[src/rtl/checkout_pkg.sv]
// ---------------------------------------------------------------------------
// checkout_pkg
//
// Shared types and constants for the checkout tally stage.
//   tally_state_t : controller state (IDLE / ALARM)
//   UPC_W         : width of the UPC code carried from the scanner switches
// ---------------------------------------------------------------------------
package checkout_pkg;

    localparam int UPC_W = 3;

    typedef enum logic {
        IDLE  = 1'b0,
        ALARM = 1'b1
    } tally_state_t;

endpackage : checkout_pkg

[src/rtl/checkout_tally_key_debounce.sv]
// ---------------------------------------------------------------------------
// key_debounce
//
// Conditions one raw, active-low push-button for use in the clk domain:
// a 2-flop synchronizer followed by a stability filter. The filtered level
// only follows the synchronized level after it has differed from the current
// filtered level for DEBOUNCE_CYCLES consecutive cycles; any bounce back
// restarts the count.
//
// Ports
//   clk           : system clock
//   reset_n       : asynchronous active-low reset
//   key_n         : raw button level, active-low, asynchronous to clk
//   pressed_pulse : one-cycle strobe when the filtered level goes 1 -> 0
// ---------------------------------------------------------------------------
module key_debounce #(
    parameter int DEBOUNCE_CYCLES = 500000
) (
    input  logic clk,
    input  logic reset_n,
    input  logic key_n,
    output logic pressed_pulse
);

    localparam int              CNT_W    = $clog2(DEBOUNCE_CYCLES + 1);
    localparam logic [CNT_W-1:0] CNT_LAST = CNT_W'(DEBOUNCE_CYCLES - 1);

    logic             sync1_q;
    logic             sync2_q;
    logic             filt_q,  filt_d;
    logic             armed_q, armed_d;
    logic [CNT_W-1:0] cnt_q,   cnt_d;
    logic             pulse_q, pulse_d;

    // NOTE: the synchronizer resets to the pressed level (0). A button held
    // through reset then never looks released, so it cannot arm the filter
    // until it is genuinely let go.
    always_ff @(posedge clk or negedge reset_n) begin
        if (!reset_n) begin
            sync1_q <= 1'b0;
            sync2_q <= 1'b0;
        end else begin
            // NOTE: non-blocking assignments make both stages sample their
            // inputs from before the edge; blocking here would collapse the
            // two-flop chain into one.
            sync1_q <= key_n;
            sync2_q <= sync1_q;
        end
    end

    // Until armed, the counter measures how long the key has been seen
    // released; only a full stable release arms press detection. Once armed
    // it measures how long the synchronized level has disagreed with the
    // filtered level.
    always_comb begin
        // NOTE: every variable gets its default first so no path leaves one
        // unassigned, which would otherwise infer a latch.
        filt_d  = filt_q;
        armed_d = armed_q;
        cnt_d   = cnt_q;
        pulse_d = 1'b0;

        if (!armed_q) begin
            if (!sync2_q) begin
                cnt_d = '0;
            end else if (cnt_q == CNT_LAST) begin
                armed_d = 1'b1;
                cnt_d   = '0;
            end else begin
                cnt_d = cnt_q + 1'b1;
            end
        end else if (sync2_q == filt_q) begin
            cnt_d = '0;
        end else if (cnt_q == CNT_LAST) begin
            filt_d  = sync2_q;
            cnt_d   = '0;
            pulse_d = ~sync2_q;
        end else begin
            cnt_d = cnt_q + 1'b1;
        end
    end

    always_ff @(posedge clk or negedge reset_n) begin
        if (!reset_n) begin
            filt_q  <= 1'b1;
            armed_q <= 1'b0;
            cnt_q   <= '0;
            pulse_q <= 1'b0;
        end else begin
            filt_q  <= filt_d;
            armed_q <= armed_d;
            cnt_q   <= cnt_d;
            pulse_q <= pulse_d;
        end
    end

    assign pressed_pulse = pulse_q;

endmodule : key_debounce

[src/rtl/checkout_tally.sv]
// ---------------------------------------------------------------------------
// checkout_tally
//
// Tally stage for the checkout station. Debounced scan-key presses count
// items (and discounted items) into saturating counters; a stolen item
// latches an alarm holding its UPC until an operator presses clear.
//
// Ports
//   clk, reset_n   : system clock, asynchronous active-low reset
//   scan_key_n     : raw scan button, active-low, asynchronous
//   clear_key_n    : raw alarm-clear button, active-low, asynchronous
//   upc            : UPC code of the item at the scanner
//   discount       : discount flag for the current upc
//   stolen         : stolen flag for the current upc / marked bit
//   item_count     : items accepted since reset (saturating)
//   discount_count : accepted items with discount set (saturating)
//   alarm          : stolen alarm latched (state == ALARM)
//   alarm_upc      : UPC that raised the alarm, 0 when no alarm
//   scan_pulse     : one-cycle strobe per accepted scan
// ---------------------------------------------------------------------------
module checkout_tally
    import checkout_pkg::*;
#(
    parameter int DEBOUNCE_CYCLES = 500000,
    parameter int COUNT_W         = 8
) (
    input  logic               clk,
    input  logic               reset_n,
    input  logic               scan_key_n,
    input  logic               clear_key_n,
    input  logic [UPC_W-1:0]   upc,
    input  logic               discount,
    input  logic               stolen,
    output logic [COUNT_W-1:0] item_count,
    output logic [COUNT_W-1:0] discount_count,
    output logic               alarm,
    output logic [UPC_W-1:0]   alarm_upc,
    output logic               scan_pulse
);

    logic scan_ev;
    logic clear_ev;

    tally_state_t       state_q,      state_d;
    logic               alarm_q,      alarm_d;
    logic [COUNT_W-1:0] item_q,       item_d;
    logic [COUNT_W-1:0] disc_q,       disc_d;
    logic [UPC_W-1:0]   alarm_upc_q,  alarm_upc_d;
    logic               scan_pulse_q, scan_pulse_d;

    key_debounce #(
        .DEBOUNCE_CYCLES (DEBOUNCE_CYCLES)
    ) u_scan_db (
        .clk           (clk),
        .reset_n       (reset_n),
        .key_n         (scan_key_n),
        .pressed_pulse (scan_ev)
    );

    key_debounce #(
        .DEBOUNCE_CYCLES (DEBOUNCE_CYCLES)
    ) u_clear_db (
        .clk           (clk),
        .reset_n       (reset_n),
        .key_n         (clear_key_n),
        .pressed_pulse (clear_ev)
    );

    // Holds at all-ones instead of wrapping.
    function automatic logic [COUNT_W-1:0] sat_inc(input logic [COUNT_W-1:0] v);
        return (&v) ? v : v + 1'b1;
    endfunction

    // The state decides which key wins when both fire together: IDLE only
    // listens to scan, ALARM only listens to clear.
    always_comb begin
        state_d      = state_q;
        item_d       = item_q;
        disc_d       = disc_q;
        alarm_upc_d  = alarm_upc_q;
        scan_pulse_d = 1'b0;

        case (state_q)
            IDLE: begin
                if (scan_ev) begin
                    scan_pulse_d = 1'b1;
                    item_d       = sat_inc(item_q);
                    if (discount) begin
                        disc_d = sat_inc(disc_q);
                    end
                    if (stolen) begin
                        alarm_upc_d = upc;
                        state_d     = ALARM;
                    end
                end
            end
            ALARM: begin
                if (clear_ev) begin
                    alarm_upc_d = '0;
                    state_d     = IDLE;
                end
            end
            default: begin
                alarm_upc_d = '0;
                state_d     = IDLE;
            end
        endcase

        alarm_d = (state_d == ALARM);
    end

    always_ff @(posedge clk or negedge reset_n) begin
        if (!reset_n) begin
            state_q      <= IDLE;
            alarm_q      <= 1'b0;
            item_q       <= '0;
            disc_q       <= '0;
            alarm_upc_q  <= '0;
            scan_pulse_q <= 1'b0;
        end else begin
            state_q      <= state_d;
            alarm_q      <= alarm_d;
            item_q       <= item_d;
            disc_q       <= disc_d;
            alarm_upc_q  <= alarm_upc_d;
            scan_pulse_q <= scan_pulse_d;
        end
    end

    assign item_count     = item_q;
    assign discount_count = disc_q;
    assign alarm          = alarm_q;
    assign alarm_upc      = alarm_upc_q;
    assign scan_pulse     = scan_pulse_q;

endmodule : checkout_tally

[config.mk]
export PLATFORM = sky130hd
export DESIGN_NAME = checkout_tally
export DESIGN_NICKNAME = d
export VERILOG_FILES = /design/src/rtl/checkout_pkg.sv /design/src/rtl/checkout_tally_key_debounce.sv /design/src/rtl/checkout_tally.sv
export SDC_FILE = /design/constraint.sdc
export NUM_CORES = 1
export LEC_CHECK = 0
export BUFFER_PORTS_ARGS = -buffer_cell sky130_fd_sc_hd__buf_2
export CAP_MARGIN = 20
export CELL_PAD_IN_SITES_DETAIL_PLACEMENT = 0
export CELL_PAD_IN_SITES_GLOBAL_PLACEMENT = 1
export CORE_MARGIN = 2
export CORE_UTILIZATION = 50
export CTS_CLUSTER_DIAMETER = 200
export DETAILED_ROUTE_END_ITERATION = 16
export GPL_TIMING_DRIVEN = 0
export PLACE_DENSITY_LB_ADDON = 0.1
export SLEW_MARGIN = 15
export SYNTH_ARGS = -nofsm -noshare
export SYNTH_HDL_FRONTEND = slang
export SYNTH_HIERARCHICAL = 1
export SYNTH_SLANG_ARGS = --single-unit
[constraint.sdc]
create_clock -name clk -period 2.4 [get_ports clk]
set_input_delay 0.12 -clock clk [delete_from_list [all_inputs] [get_ports clk]]
set_output_delay 0.12 -clock clk [all_outputs]
set_load 0.02 [all_outputs]
==> flow_metrics.py <==
metrics = {
    "final_layout": {
        "antenna_cells": 0,
        "nNetsFinal": 374,
        "nFillCells": 572,
        "fin_area_mm2": 0.003879,
        "drive_gt1_share_pct": 21.86,
        "synthToLayoutAreaGrowth_pct": 14.69,
    },
    "placed_design": {
        "port_buffers": 29,
        "gp_congestion": 0.7825,
        "dpl_cell_area_mm2": 0.003646,
        "dpl_worst_slack_ps": 563.3,
        "dp_hpwl_um": 4300,
    },
    "power_and_ir_drop": {
        "seqPwrFrac_pct": 53.4,
        "swShare_pct": 22.21,
        "clock_power_share_pct": 43.4,
        "combPwrFrac_pct": 3.2,
        "total_power_uw": 2227,
        "internal_power_uw": 1732,
        "p_sw_uw": 494.5,
        "p_leak_uw": 0.001760,
        "pwr_density_cell_mw_per_mm2": 574.1,
        "peakVddDrop_uv": 352.2,
    },
    "clocking": {
        "root_buffer": "clkbuf_8",
        "cts_buffers": 9,
        "clock_sinks": 69,
        "post_cts_resized": 0,
        "post-cts-setup-buffer-count": 0,
        "clock_latency_ps": 350,
        "clockBufferDepth": 2,
        "htree_levels": 3,
        "path_clk_slew_ps": 70,
        "cts_tree": "yes",
    },
    "worst_setup_path": {
        "critPathLaunchType": "flip-flop",
        "required_ps": 2640,
        "critPathArrivalTime_ps": 2140,
        "criticalPathCategory": "flip-flop to flip-flop",
        "critPathMaxFanout": 8,
        "critPathCaptureType": "flip-flop",
    },
    "global_route": {
        "antenna_found_initial": 0,
        "grt_pass1_wl_um": 10920,
        "grt_pass1_vias": 2356,
        "grt_overflow": 0,
        "gr-max-usage-layer": "met2",
        "use_met2_pct": 28.68,
        "use_met1_pct": 26.08,
        "grt_max_degree": 36,
        "gr-usage-met3_pct": 3.810,
        "grt_usage_pct": 18.79,
    },
    "yosys": {
        "synth_commonest_cells": "dfrtp_1, nor2_1, nand2_1, xnor2_1, nand3_1",
        "ys_ff_latch": 69,
        "synth_cells": 317,
        "async_flop_share_pct": 100.0,
        "yosys.cell_types.count": 38,
        "yosysMostFrequentCell": "dfrtp_1",
        "ys_seq_area_share_pct": 51.13,
        "synth.avg_cell_area_um2": 10.67,
        "synth_area_leader_cell": "dfrtp_1",
        "syn_area_mm2": 0.003382,
        "synth_edf_count": 0,
        "synth_top_flop_cell": "dfrtp_1",
        "netlist.area_leader.share_pct": 49.57,
        "syn_nets": 330,
        "yosys_warnings": 6,
        "yosys-top-cells-area": "dfrtp_1, xnor2_1, nor2_1",
    },
    "sta": {
        "finalWorstSetupSlack_ps": 495.3,
        "final_hold_viol_count": 0,
        "maxSlewHeadroom_pct": 69.68,
        "min_period_ps": 1905,
        "hold_slack_ps": 69.10,
        "final_max_slew_viol_count": 0,
        "worstMarginPinSlew_ps": 454.7,
        "final.setup_skew_ps": 16.55,
        "rsz0062_at_grt": "false",
        "setup_violations": 0,
        "finalSetupTns_ps": 0,
        "period_share_pct": 79.36,
        "clock.fmax_ghz": 0.5250,
    },
    "drt": {
        "wl_per_cell_um": 14.14,
        "drc": 0,
        "drtIter0Drc": 108,
        "wirelength_um": 6264,
        "num_vias": 2426,
        "ant_nets": 0,
        "vias_per_cell": 5.476,
        "first_pass_iters": 4,
    },
    "floorplan": {
        "die_w_um": 86.25,
        "die_area_mm2": 0.007438,
        "io_pins": 30,
        "rows": 29,
        "start_util_pct": 52.36,
        "die_height_um": 86.25,
        "design.core.area_mm2": 0.006459,
    },
    "run": {
        "drv_cap": 0,
    },
    "min_path": {
        "hp-class": "input port to flip-flop",
    },
    "outcome": {
        "outcome": "complete, no violations",
    },
}
critical path, stage by stage, from the launching register on:
cell and delay (ps):
dfrtp_1 420, ha_1 270, nand4_2 270, nor4_1 470, nor2_1 100, nor4_2 260
per-stage QoR:
step / std cells / util (%)
after floorplan: 317 / -
after global placement: 423 / 56.10
after detailed placement: 424 / 56.45
after CTS: 443 / 60.05
after global routing: 443 / 60.05
final: 443 / 60.05
state kept, by name, summed over array words and instances, names as in the netlist:
name / cells
u_scan_db/sync2_q: 1
u_clear_db/cnt_q: 19
scan_pulse: 1
alarm: 1
u_clear_db/pressed_pulse: 1
u_scan_db/cnt_q: 19
u_scan_db/pressed_pulse: 1
u_clear_db/filt_q: 1
u_clear_db/sync1_q: 1
item_count: 8
alarm_upc: 3
u_clear_db/armed_q: 1
u_clear_db/sync2_q: 1
discount_count: 8
u_scan_db/sync1_q: 1
u_scan_db/filt_q: 1
u_scan_db/armed_q: 1
final cells by class:
| class | count | area, um2 | area share [%] |
|---|---|---|---|
| Buffer | 5 | 36.28 | 0.9355 |
| Timing Repair Buffer | 33 | 197.7 | 5.097 |
| Inverter | 6 | 22.52 | 0.5806 |
| Sequential cell | 69 | 1729 | 44.58 |
| Multi-Input combinational cell | 237 | 1594 | 41.10 |
| Clock buffer | 12 | 155.1 | 4.000 |
| Clock inverter | 4 | 47.55 | 1.226 |
| Tap cell | 77 | 96.34 | 2.484 |
repair_timing:
action	in CTS	in global routing
hold buffers	3	0
hold endpoints to repair	34	0
endpoints found under the setup margin	0	0
power groups by stage:
| stage | Combinational [uW] | Clock [uW] | Sequential (uW) |
|---|---|---|---|
| floorplan | 27.1 | 0 | 1210 |
| global placement | 64.1 | 0 | 1210 |
| detailed placement | 69.1 | 0 | 1210 |
| CTS | 72.9 | 999 | 1190 |
| global route | 82.0 | 1060 | 1190 |
| finish | 70.6 | 967 | 1190 |
final timing paths:
path,from,endpoint,slack [ps],depth (start not counted)
worst max-delay path,u_clear_db/cnt_q[0]$_DFF_PN0_,u_clear_db/cnt_q[18]$_DFF_PN0_,500,5
min in group asynchronous,reset_n,item_count[3]$_DFFE_PN0P_,260,2
worst min register to register,u_clear_db/sync1_q$_DFF_PN0_,u_clear_db/sync2_q$_DFF_PN0_,350,0
worst min-delay path,upc[2],alarm_upc[2]$_DFFE_PN0P_,70,3
worst max register to register,u_clear_db/cnt_q[0]$_DFF_PN0_,u_clear_db/cnt_q[18]$_DFF_PN0_,500,5
max in group asynchronous,reset_n,u_scan_db/cnt_q[9]$_DFF_PN0_,1580,3
placed cells by master (no fill, tap or decap), types with 8 or more instances in the layout:
cell type and instances:
buf_2 30, clkbuf_8 11, dfrtp_1 67, nand2_1 25, nand3_1 18, nand4_1 8
nor2_1 49, nor3_1 9, nor4_1 14, o21ai_0 9, xnor2_1 25, xor2_1 14
routing by layer:
layer  wire [um]  vias up
met5           0        -
met4          97        0
met3         218        9
met2        2753       39
met1        3194     1169
li1            -     1209
kinds of logic after synthesis:
| kind of cell | synth area share [%] |
|---|---|
| simple gates | 27.56 |
| flops | 51.13 |
| xor+xnor | 10.10 |
| compound gates | 3.921 |
| mux | 4.069 |
| buf+inv | 1.739 |
| fa+ha+maj | 1.480 |
Note: power is estimated with default switching activity, not from simulation.
